`src/rtl/ps2_defs.sv`:
```
// Shared definitions for the PS/2 host side: FSM encodings, command bytes
// and frame constants used by the transmitter and the packet receiver.
package ps2_defs;

   typedef enum logic [2:0] {
      ST_IDLE      = 3'd0,
      ST_INHIBIT   = 3'd1,
      ST_RTS       = 3'd2,
      ST_XFER      = 3'd3,
      ST_WAIT_IDLE = 3'd4
   } tx_state_e;

   localparam logic [7:0] CMD_RESET    = 8'hFF;
   localparam logic [7:0] CMD_ENABLE   = 8'hF4;
   localparam logic [7:0] CMD_SET_RATE = 8'hF3;
   localparam logic [7:0] ACK_BYTE     = 8'hFA;

   // Falling edges in a host-to-device frame: 8 data, parity, stop, line-ack.
   localparam int FRAME_FE = 11;

   function automatic logic odd_parity(input logic [7:0] b);
      return ~^b;
   endfunction

endpackage

```
`src/rtl/ps2_line_sync.sv`:
```
// Two-flop synchronizer for one raw PS/2 line plus a falling-edge strobe
// derived only from the synchronized value.
module ps2_line_sync (
   input  logic clk,
   input  logic rst,
   input  logic line_i,
   output logic line_o,
   output logic fall_o
);

   // [0] metastable stage, [1] synchronized value, [2] previous synchronized value.
   // Reset to 1 so an idle (pulled-up) bus never produces a spurious edge.
   logic [2:0] sync_q;

   always_ff @(posedge clk or posedge rst) begin
      if (rst) begin
         sync_q <= 3'b111;
      end else begin
         sync_q <= {sync_q[1:0], line_i};
      end
   end

   assign line_o = sync_q[1];
   assign fall_o = sync_q[2] & ~sync_q[1];

endmodule

```
`src/rtl/ps2_host_tx.sv`:
```
// Host-to-device PS/2 command transmitter: inhibit, request-to-send, shift
// out data/parity/stop on device clocks, then sample the device line-ack.
module ps2_host_tx
   import ps2_defs::*;
#(
   parameter int CLK_FREQ_HZ    = 50000000,
   parameter int INHIBIT_CYCLES = CLK_FREQ_HZ / 10000,
   parameter int TIMEOUT_CYCLES = (CLK_FREQ_HZ / 1000) * 15
) (
   input  logic       clk,
   input  logic       rst,
   input  logic       cmd_valid,
   input  logic [7:0] cmd_data,
   output logic       cmd_ready,
   output logic       done,
   output logic       ack_ok,
   output logic       timeout_err,
   input  logic       ps2_clk_in,
   input  logic       ps2_data_in,
   output logic       ps2_clk_oe,
   output logic       ps2_data_oe
);

   localparam int CNT_MAX = (TIMEOUT_CYCLES > INHIBIT_CYCLES) ? TIMEOUT_CYCLES : INHIBIT_CYCLES;
   localparam int CNT_W   = $clog2(CNT_MAX + 1);
   localparam logic [CNT_W-1:0] INH_LAST = CNT_W'(INHIBIT_CYCLES - 1);
   localparam logic [CNT_W-1:0] TMO_LAST = CNT_W'(TIMEOUT_CYCLES - 1);
   localparam logic [3:0]       ACK_FE   = 4'(FRAME_FE - 1);

   logic clk_s, clk_fe;
   logic data_s, data_fall_unused;

   ps2_line_sync u_clk_sync (
      .clk    (clk),
      .rst    (rst),
      .line_i (ps2_clk_in),
      .line_o (clk_s),
      .fall_o (clk_fe)
   );

   ps2_line_sync u_data_sync (
      .clk    (clk),
      .rst    (rst),
      .line_i (ps2_data_in),
      .line_o (data_s),
      .fall_o (data_fall_unused)
   );

   tx_state_e        state_q;
   logic [CNT_W-1:0] cnt_q;
   logic [3:0]       fe_cnt_q;
   logic [7:0]       shift_q;
   logic             parity_q;
   logic             cmd_ready_q, done_q, ack_ok_q, timeout_err_q;
   logic             clk_oe_q, data_oe_q;
   logic             timeout_hit;

   assign timeout_hit = (cnt_q == TMO_LAST);

   always_ff @(posedge clk or posedge rst) begin
      if (rst) begin
         state_q       <= ST_IDLE;
         cnt_q         <= '0;
         fe_cnt_q      <= '0;
         shift_q       <= '0;
         parity_q      <= 1'b0;
         cmd_ready_q   <= 1'b1;
         done_q        <= 1'b0;
         ack_ok_q      <= 1'b0;
         timeout_err_q <= 1'b0;
         clk_oe_q      <= 1'b0;
         data_oe_q     <= 1'b0;
      end else begin
         done_q <= 1'b0;
         case (state_q)
            ST_IDLE: begin
               // The cycle carrying done keeps cmd_ready low; ready rises one cycle later.
               if (!cmd_ready_q) begin
                  cmd_ready_q <= 1'b1;
               end else if (cmd_valid) begin
                  shift_q       <= cmd_data;
                  parity_q      <= odd_parity(cmd_data);
                  ack_ok_q      <= 1'b0;
                  timeout_err_q <= 1'b0;
                  cnt_q         <= '0;
                  cmd_ready_q   <= 1'b0;
                  clk_oe_q      <= 1'b1;
                  state_q       <= ST_INHIBIT;
               end
            end
            ST_INHIBIT: begin
               if (cnt_q == INH_LAST) begin
                  data_oe_q <= 1'b1;
                  state_q   <= ST_RTS;
               end else begin
                  cnt_q <= cnt_q + 1'b1;
               end
            end
            ST_RTS: begin
               // Release the clock with data still low: that is the start bit.
               clk_oe_q <= 1'b0;
               cnt_q    <= '0;
               fe_cnt_q <= '0;
               state_q  <= ST_XFER;
            end
            ST_XFER: begin
               if (timeout_hit) begin
                  clk_oe_q      <= 1'b0;
                  data_oe_q     <= 1'b0;
                  timeout_err_q <= 1'b1;
                  ack_ok_q      <= 1'b0;
                  done_q        <= 1'b1;
                  state_q       <= ST_IDLE;
               end else begin
                  cnt_q <= cnt_q + 1'b1;
                  if (clk_fe) begin
                     fe_cnt_q <= fe_cnt_q + 1'b1;
                     if (fe_cnt_q < 4'd8) begin
                        data_oe_q <= ~shift_q[0];
                        shift_q   <= {1'b0, shift_q[7:1]};
                     end else if (fe_cnt_q == 4'd8) begin
                        data_oe_q <= ~parity_q;
                     end else if (fe_cnt_q == 4'd9) begin
                        data_oe_q <= 1'b0;
                     end else if (fe_cnt_q == ACK_FE) begin
                        ack_ok_q <= ~data_s;
                        state_q  <= ST_WAIT_IDLE;
                     end
                  end
               end
            end
            ST_WAIT_IDLE: begin
               data_oe_q <= 1'b0;
               if (timeout_hit) begin
                  clk_oe_q      <= 1'b0;
                  timeout_err_q <= 1'b1;
                  ack_ok_q      <= 1'b0;
                  done_q        <= 1'b1;
                  state_q       <= ST_IDLE;
               end else if (clk_s && data_s) begin
                  done_q  <= 1'b1;
                  state_q <= ST_IDLE;
               end else begin
                  cnt_q <= cnt_q + 1'b1;
               end
            end
            default: begin
               clk_oe_q  <= 1'b0;
               data_oe_q <= 1'b0;
               state_q   <= ST_IDLE;
            end
         endcase
      end
   end

   assign cmd_ready   = cmd_ready_q;
   assign done        = done_q;
   assign ack_ok      = ack_ok_q;
   assign timeout_err = timeout_err_q;
   assign ps2_clk_oe  = clk_oe_q;
   assign ps2_data_oe = data_oe_q;

endmodule

```
`config.mk`:
```
export PLATFORM = sky130hd
export DESIGN_NAME = ps2_host_tx
export DESIGN_NICKNAME = d
export VERILOG_FILES = /design/src/rtl/ps2_defs.sv /design/src/rtl/ps2_line_sync.sv /design/src/rtl/ps2_host_tx.sv
export SDC_FILE = /design/constraint.sdc
export NUM_CORES = 1
export LEC_CHECK = 0
export CAP_MARGIN = 20
export CORE_AREA = 2 2 110 112
export DETAILED_ROUTE_END_ITERATION = 6
export DIE_AREA = 0 0 112 114
export SYNTH_ARGS = -nofsm -noshare
export SYNTH_HDL_FRONTEND = slang
export SYNTH_SLANG_ARGS = --single-unit
```
`constraint.sdc`:
```
create_clock -name clk -period 3.9 [get_ports clk]
set_input_delay 0.39 -clock clk [delete_from_list [all_inputs] [get_ports clk]]
set_output_delay 0.39 -clock clk [all_outputs]
set_load 0.1 [all_outputs]
```
==> impl_metrics.env, run 1 <==
export IMPL_cts_tree="yes"
export IMPL_grt_usage_pct=11.1
export IMPL_worst_r2r_setup_slack_ps=1440
export IMPL_ys_warn_count=0
export IMPL_finalNonFillerCells=471
export IMPL_clkSinkCount=47
export IMPL_gp_congestion=0.826
export IMPL_pwr_share_clk_pct=30.5
export IMPL_dr_first_iter_drc_count=181
export IMPL_worstReg2RegEnd="shift_q[3]"
export IMPL_drc=0
export IMPL_synth_nets=326
export IMPL_cts_path_max_buffers=2
export IMPL_p_comb_share_pct=20.2
export IMPL_syn_to_final_growth_pct=17.0
export IMPL_critPathCaptureType="flop"
export IMPL_synth_async_reset_ratio_pct=100
export IMPL_wl_um=6990
export IMPL_dieArea_um2=12800
export IMPL_reg2regPathDepth=5
export IMPL_final_max_slew_viol_count=0
export IMPL_core_um2=11700
export IMPL_period_minus_slack_ps=2460
export IMPL_outcome="finished clean"
export IMPL_via_per_inst=5.26
export IMPL_relSlewSlack_pct=35.6
export IMPL_clk_latency_ps=290
export IMPL_tns_ps=0
export IMPL_required_ps=4070
export IMPL_grt_max_degree=48
export IMPL_grt_overflow=0
export IMPL_p_sw_share_pct=32.3
export IMPL_numCtsBuffers=5
export IMPL_cts_setup_buffers=0
export IMPL_fmax_mhz=407
export IMPL_synth_commonest_cells="dfrtp_1 (41), nand2_1 (41), nor2_1 (24), o21ai_0 (24), o31ai_1 (13)"
export IMPL_antenna_found_initial=0
export IMPL_ys_seq_elements=47
export IMPL_wl_per_cell_um=14.8
export IMPL_final_nets=341
export IMPL_rr_startpoint="state_q[0]"
export IMPL_die_h_um=114
export IMPL_synth_area_um2=2840
export IMPL_cp_max_fo=14
export IMPL_grt_pass1_vias=2448
export IMPL_diodes=0
export IMPL_skew_ps=5.19
export IMPL_synth_distinct_cells=63
export IMPL_grt_pass1_wl_um=11900
export IMPL_antenna_left=0
export IMPL_hold_viol_final=0
export IMPL_hpwl_um=4990
export IMPL_worstMarginPinSlew_ps=963
export IMPL_powerDensity_nw_per_um2=406
export IMPL_pin_count=19
export IMPL_vias=2478
export IMPL_path_class="reg2reg"
export IMPL_htree_num_levels=2
export IMPL_first_pass_iters=4
export IMPL_peakVddDrop_uv=193
export IMPL_critPathLaunchType="flop"
export IMPL_ctsHoldBuffers=0
export IMPL_seq_power_share_pct=49.3
export IMPL_seq_area_frac_synth_pct=41.7
export IMPL_rows=40
export IMPL_synth_top_cell_area_share_pct=36.1
export IMPL_hold_end="u_data_sync.sync_q[1]"
export IMPL_post_place_cells=460
export IMPL_die_width_um=112
export IMPL_intPower_mw=0.913
export IMPL_synthCells=308
export IMPL_cp_startpoint="state_q[0]"
export IMPL_cts_root_buf="clkbuf_16"
export IMPL_finalSetupViolations=0
export IMPL_clkTransAtPathRegs_ps=60
export IMPL_maxCapViolCount=0
export IMPL_min_path_type="reg2reg"
export IMPL_synth_edf_count=0
export IMPL_p_sw_mw=0.435
export IMPL_hold_depth=0
export IMPL_synth_top_area_cell="dfrtp_1"
export IMPL_min_period_over_period_pct=63.0
export IMPL_io_buffers=18
export IMPL_syn_mean_instance_area_um2=9.22
export IMPL_initial_core_util_pct=24.3
export IMPL_power_leakage_nw=1.21
export IMPL_ctsResizeCount=0
export IMPL_ys_top_cells_by_area="dfrtp_1 (36%), dfstp_2 (5.6%), nand2_1 (5.4%)"
export IMPL_cp_data_arrival_time_ps=2630
export IMPL_rsz0062_at_grt="false"
export IMPL_hold_path_startpoint="u_data_sync.sync_q[0]"
export IMPL_drive_above_1_share_pct=11.1
export IMPL_ys_flop_type="dfrtp_1"
worst max-delay path by stage:
| stage | to | cells past startpoint | slack, ps |
|---|---|---|---|
| 2_1_floorplan | shift_q[3] | 4 | 1620 |
| 3_3_place_gp | shift_q[3] | 5 | 1470 |
| 3_5_place_dp | shift_q[3] | 5 | 1400 |
| 4_1_cts | shift_q[3] | 5 | 1430 |
| 5_1_grt | shift_q[5] | 5 | 1200 |
| 6_report | shift_q[3] | 5 | 1440 |
layer usage:
layer / wire length, µm / up-vias / GRT usage (%) / share of wire, %
met5: 0 / - / 0 / 0
met4: 48 / 0 / 2.20 / 0.69
met3: 354 / 9 / 2.39 / 5.1
met2: 3340 / 59 / 18.4 / 48
met1: 3250 / 1227 / 15.2 / 46
li1: - / 1183 / - / -
cell type report:
type | instances | area, µm²
clock buffer | 5 | 125
multi-input combinational | 239 | 1570
tap | 147 | 184
fill | 1228 | 8390
inverter | 8 | 30.0
sequential | 47 | 1180
clock inverter | 3 | 15.0
timing repair buffer | 22 | 220
state kept, by name, summed over array words and instances (netlist names):
register            flops
ps2_clk_oe              1
ack_ok                  1
fe_cnt_q                4
ps2_data_oe             1
parity_q                1
u_data_sync.sync_q      2
state_q                 3
cnt_q                  20
timeout_err             1
u_clk_sync.sync_q       3
done                    1
cmd_ready               1
shift_q                 8
per-stage QoR:
| stage | util (%) | worst slack [ps] | cell area [µm²] | hold slack (ps) | power, mW |
|---|---|---|---|---|---|
| floorplan | - | 1620 | 2840 | 345 | 0.857 |
| global placement | 26.9 | 1470 | 3150 | 347 | 0.931 |
| detailed placement | 26.9 | 1400 | 3150 | 347 | 0.940 |
| CTS | 28.1 | 1430 | 3290 | 356 | 1.36 |
| global route | 28.4 | 1200 | 3320 | 359 | 1.42 |
| finish | 28.4 | 1440 | 3320 | 355 | 1.35 |
cell families after synthesis:
kind of cell               Yosys count  synth area share (%)
DFF                                 47                  41.7
muxes                                8                  3.17
AOI/OAI and AO/OA                   98                  25.2
adders and majority gates            5                  2.20
xor gates and xnor gates             7                  2.16
and+or+nand+nor                    121                  22.3
buffers and inverters               22                  3.22
layout by cell type (no fill, tap or decap), types with 7 or more instances in the layout:
cell / count
nor3_1: 8
xnor2_1: 7
nand2_1: 41
clkdlybuf4s50_1: 18
inv_1: 7
a21oi_1: 12
o31ai_1: 13
nand3_1: 12
nor2_1: 24
dfrtp_1: 41
o41ai_1: 8
o21ai_0: 24
worst max-delay path, stage by stage, from the launching register on:
cell	delay (ps)
dfrtp_1	620
nor2b_1	650
nand2_1	160
nor2_1	140
a2bb2oi_2	380
mux2_2	390
power by group through the flow:
stage | logic, mW | registers [mW] | clock network [mW]
after floorplan | 0.187 | 0.670 | 0
after global placement | 0.267 | 0.665 | 0
after detailed placement | 0.272 | 0.668 | 0
after CTS | 0.274 | 0.661 | 0.425
after global routing | 0.304 | 0.678 | 0.438
final | 0.273 | 0.664 | 0.411
Note: power is estimated with default switching activity, not from simulation.
==> run 2, diff against run 1 <==
clock period = 2 ns   (was 3.9 ns; I/O delays follow)
==> impl_metrics.env, run 2 (synthesized netlist as in run 1, its figures left out) <==
export IMPL_finalSetupViolations=37
export IMPL_cts_path_max_buffers=2
export IMPL_pin_count=19
export IMPL_final_cell_mix="buf_4 (72), dfrtp_1 (41), nand2_1 (40), nor2_1 (23), clkdlybuf4s50_1 (12)"
export IMPL_pwr_share_clk_pct=28.3
export IMPL_p_sw_mw=0.972
export IMPL_mostFrequentLayoutCell="buf_4"
export IMPL_placed_area_um2=3640
export IMPL_powerDensity_nw_per_um2=712
export IMPL_numCtsBuffers=5
export IMPL_syn_to_final_growth_pct=46.0
export IMPL_violations="negative setup slack"
export IMPL_fmax_mhz=460
export IMPL_cts_tree="yes"
export IMPL_grt_usage_pct=13.0
export IMPL_wl_per_cell_um=15.4
export IMPL_vias=2790
export IMPL_grt_max_degree=20
export IMPL_path_class="reg2reg"
export IMPL_clkSinkCount=47
export IMPL_fin_ws_ps=-175
export IMPL_hpwl_um=6030
export IMPL_core_um2=11700
export IMPL_stdcell_area_um2=4150
export IMPL_gp_congestion=0.909
export IMPL_intPower_mw=1.98
export IMPL_cts_root_buf="clkbuf_16"
export IMPL_die_h_um=114
export IMPL_diodes=0
export IMPL_skew_ps=6.69
export IMPL_dr_first_iter_drc_count=164
export IMPL_required_ps=2170
export IMPL_rsz0062_at_grt="true"
export IMPL_initial_core_util_pct=24.3
export IMPL_post_place_cells=522
export IMPL_worstMarginPinSlew_ps=469
export IMPL_grt_overflow=0
export IMPL_seq_power_share_pct=40.6
export IMPL_hold_viol_final=0
export IMPL_wl_um=8320
export IMPL_clk_latency_ps=290
export IMPL_die_width_um=112
export IMPL_clkTransAtPathRegs_ps=70
export IMPL_outcome="finished, violations left"
export IMPL_drc=0
export IMPL_worst_r2r_setup_slack_ps=-180
export IMPL_largest_register="cnt_q"
export IMPL_final_max_slew_viol_count=0
export IMPL_grt_pass1_wl_um=13700
export IMPL_largest_reg_flops=20
export IMPL_htree_num_levels=2
export IMPL_p_comb_share_pct=31.1
export IMPL_maxCapViolCount=0
export IMPL_reg_top3="cnt_q (20), shift_q (8), fe_cnt_q (4)"
export IMPL_io_buffers=18
export IMPL_critPathCaptureType="flop"
export IMPL_cp_max_fo=3
export IMPL_rows=40
export IMPL_period_minus_slack_ps=2180
export IMPL_p_sw_share_pct=32.9
export IMPL_pre_cts_ws_ps=-163
export IMPL_finalNonFillerCells=541
export IMPL_final_nets=411
export IMPL_antenna_found_initial=0
export IMPL_fillers=1183
export IMPL_critPathLaunchType="flop"
export IMPL_power_leakage_nw=1.69
export IMPL_min_path_type="in2async"
export IMPL_cp_data_arrival_time_ps=2340
export IMPL_antenna_left=0
export IMPL_min_period_over_period_pct=109
export IMPL_grt_pass1_vias=2759
export IMPL_drive_above_1_share_pct=37.1
export IMPL_relSlewSlack_pct=68.4
export IMPL_dieArea_um2=12800
export IMPL_final_util_pct=35.4
export IMPL_via_per_inst=5.16
export IMPL_first_pass_iters=4
export IMPL_power_mw=2.95
export IMPL_peakVddDrop_uv=507
[run 2: per-stage QoR]
| stage | hold WS (ps) | TNS, ps |
|---|---|---|
| 5_1_grt | 249 | -6070 |
| 6_report | 208 | -3050 |
| 4_1_cts | 239 | -3200 |
| 2_1_floorplan | 204 | -668 |
| 3_5_place_dp | 349 | -3680 |
| 3_3_place_gp | 346 | -2070 |
[run 2: path summary, 6_finish.rpt]
check / cells after the start / endpoint / start
worst max-delay path: 5 / ack_ok / cnt_q[6]
worst min-delay path: 2 / fe_cnt_q[0] / rst
worst max register to register: 5 / ack_ok / cnt_q[6]
worst min register to register: 0 / u_data_sync.sync_q[1] / u_data_sync.sync_q[0]
max in group asynchronous: 3 / cnt_q[7] / rst
min in group clk: 1 / u_clk_sync.sync_q[0] / ps2_clk_in
[run 2: layout make-up]
type                            instances  area [µm²]  share of cell area [%]
Timing Repair Buffer                   92         785                    18.9
Tap cell                              147         184                    4.44
Inverter                                8        30.0                   0.724
Sequential cell                        47        1190                    28.6
Multi-Input combinational cell        239        1820                    43.8
Clock inverter                          3        18.8                   0.453
Clock buffer                            5         125                    3.02
[run 2: per-layer routing]
layer	share of wire, %	GRT usage (%)	routed length [µm]	vias to the layer above
li1	-	-	-	1330
met1	46	17.5	3790	1371
met2	49	21.4	4040	74
met3	4.3	2.13	356	15
met4	1.6	4.15	132	0
met5	0	0	0	-
[run 2: timing repair]
item,4_1_cts,5_1_grt
gates resized for setup,9,57
setup buffers,2,8
cloned,1,0
endpoints found under the setup margin,38,40
pin swaps,4,23
hold buffers,0,0
[run 2: power by group through the flow]
stage	combinational (mW)	sequential, mW	clock (mW)
after global placement	0.787	1.20	0
final	0.917	1.20	0.836
after detailed placement	0.808	1.21	0
after floorplan	0.365	1.31	0
after global routing	0.993	1.22	0.883
after CTS	0.824	1.19	0.846
[run 2: critical path, stage by stage, from the launching register on]
cell and delay [ps]:
dfrtp_1 380, or4b_4 560, or4_4 590, o211a_4 280, o31ai_4 150, o41ai_1 90
==> run 3, diff against run 2 <==
CORE_AREA = 2 2 77 79   (was 2 2 110 112)
DIE_AREA = 0 0 79 81   (was 0 0 112 114)
PLACE_DENSITY = 0.73   (was default)
==> impl_metrics.env, run 3 (synthesized netlist as in run 1, its figures left out) <==
export IMPL_final_nets=405
export IMPL_io_buffers=18
export IMPL_path_buf_inv=0
export IMPL_dieArea_um2=6400
export IMPL_max_stage_delay_ps=590
export IMPL_rsz0062_at_grt="true"
export IMPL_min_period_over_period_pct=112
export IMPL_critPathCaptureType="flop"
export IMPL_grt_pass1_wl_um=12900
export IMPL_drc=0
export IMPL_fmax_mhz=447
export IMPL_period_minus_slack_ps=2240
export IMPL_final_max_slew_viol_count=0
export IMPL_cp_num_cells=5
export IMPL_cts_path_max_buffers=2
export IMPL_holdWs_ps=220
export IMPL_required_ps=2200
export IMPL_mostFrequentLayoutCell="buf_4"
export IMPL_wl_um=9210
export IMPL_cp_max_fo=5
export IMPL_worstMarginPinSlew_ps=550
export IMPL_maxCapViolCount=0
export IMPL_syn_to_final_growth_pct=44.3
export IMPL_antenna_left=0
export IMPL_cp_data_arrival_time_ps=2440
export IMPL_cp_slowest_cell="or4_4"
export IMPL_diodes=0
export IMPL_drive_above_1_share_pct=39.2
export IMPL_clkSinkCount=47
export IMPL_cts_tree="yes"
export IMPL_largest_reg_flops=20
export IMPL_skew_ps=4.25
export IMPL_crit_top_cell="o31ai_1"
export IMPL_via_per_inst=6.32
export IMPL_powerDensity_nw_per_um2=707
export IMPL_final_cell_mix="buf_4 (61), dfrtp_1 (41), nand2_1 (40), nor2_1 (22)"
export IMPL_reg_top3="cnt_q (20), shift_q (8), fe_cnt_q (4)"
export IMPL_cp_startpoint="cnt_q[6]"
export IMPL_initial_core_util_pct=50.0
export IMPL_largest_register="cnt_q"
export IMPL_hold_viol_final=0
export IMPL_final_util_pct=72.2
export IMPL_crit_chain="or4b_4 -> or4_4 -> o32ai_4 -> o31ai_1 -> o31ai_1"
export IMPL_ctsHoldBuffers=0
export IMPL_die_h_um=81
export IMPL_cts_root_buf="clkbuf_8"
export IMPL_wl_per_cell_um=19.9
export IMPL_gp_congestion=0.902
export IMPL_clk_latency_ps=310
export IMPL_cp_endpoint="cnt_q[2]"
export IMPL_pin_count=19
export IMPL_hpwl_um=5620
export IMPL_critPathLaunchType="flop"
export IMPL_rows=28
export IMPL_numCtsBuffers=5
export IMPL_reg2regPathDepth=5
export IMPL_grt_usage_pct=25.9
export IMPL_peakVddDrop_uv=420
export IMPL_htree_num_levels=2
export IMPL_relSlewSlack_pct=62.8
export IMPL_grt_pass1_vias=2725
export IMPL_clkTransAtPathRegs_ps=90
export IMPL_fin_ws_ps=-237
export IMPL_antenna_found_initial=0
export IMPL_first_pass_iters=4
export IMPL_grt_overflow=0
export IMPL_grt_max_degree=29
export IMPL_path_delay_family="simple AND/OR/NAND/NOR gates"
export IMPL_path_class="reg2reg"
export IMPL_violations="negative setup slack"
export IMPL_min_path_type="in2async"
export IMPL_dr_first_iter_drc_count=215
export IMPL_outcome="finished, violations left"
export IMPL_power_leakage_nw=1.70
export IMPL_rr_startpoint="cnt_q[6]"
export IMPL_worstReg2RegEnd="cnt_q[2]"
export IMPL_die_width_um=79
export IMPL_worst_r2r_setup_slack_ps=-240
export IMPL_vias=2924
export IMPL_finalSetupViolations=40
export IMPL_core_um2=5680
## run 3: changes by cell type in the layout (fill, tap and decap cells not counted), sizes merged
cell,before,now
buf,80,72
clkinv,2,0
clkbuf,5,9
inv,9,8
bufinv,0,1
## run 3: per-stage QoR
stage          instances  setup TNS [ps]  power, mW  setup WS [ps]  cell area (µm²)
3_3_place_gp         442           -1770       1.98           -109             3510
2_1_floorplan        308            -668       1.68           -147             2860
6_report             463           -4940       2.90           -237             4100
5_1_grt              463           -8150       3.01           -468             4100
4_1_cts              456           -2990       2.73           -148             3750
3_5_place_dp         442           -3140       2.01           -162             3510
## run 3: cell type report
cell class / count / area [µm²]
Clock inverter: 1 / 30.0
Clock buffer: 7 / 76.3
Inverter: 8 / 30.0
Multi-Input combinational cell: 239 / 1880
Tap cell: 75 / 93.8
Sequential cell: 47 / 1190
Fill cell: 407 / 1580
Timing Repair Buffer: 86 / 803
## run 3: report_power, final
part / total [mW] / internal [mW] / switching, mW / leakage (nW)
combinational: 0.974 / 0.431 / 0.543 / 1.05
clock: 0.705 / 0.375 / 0.330 / 0.0524
sequential: 1.22 / 1.11 / 0.113 / 0.593
## run 3: timing repair
item,in CTS,in global routing
gates resized for setup,14,70
buffers inserted,5,5
pin swaps,9,25
endpoints found under the setup margin,37,40
gates cloned,1,3
## run 3: worst min path at each step
stage | start | slack [ps] | cells after the start | to
floorplan | ps2_clk_in | 200 | 0 | u_clk_sync.sync_q[0]
global placement | u_clk_sync.sync_q[0] | 350 | 0 | u_clk_sync.sync_q[1]
detailed placement | u_clk_sync.sync_q[0] | 350 | 0 | u_clk_sync.sync_q[1]
CTS | rst | 220 | 2 | cnt_q[3]
global route | rst | 260 | 2 | cnt_q[3]
finish | rst | 220 | 2 | cnt_q[3]
## run 3: routing by layer
layer	global-route usage, %	routed length (µm)	up-vias
met5	0	0	-
li1	-	-	1312
met1	30.7	3580	1460
met4	12.8	279	0
met3	3.67	488	25
met2	46.4	4860	127
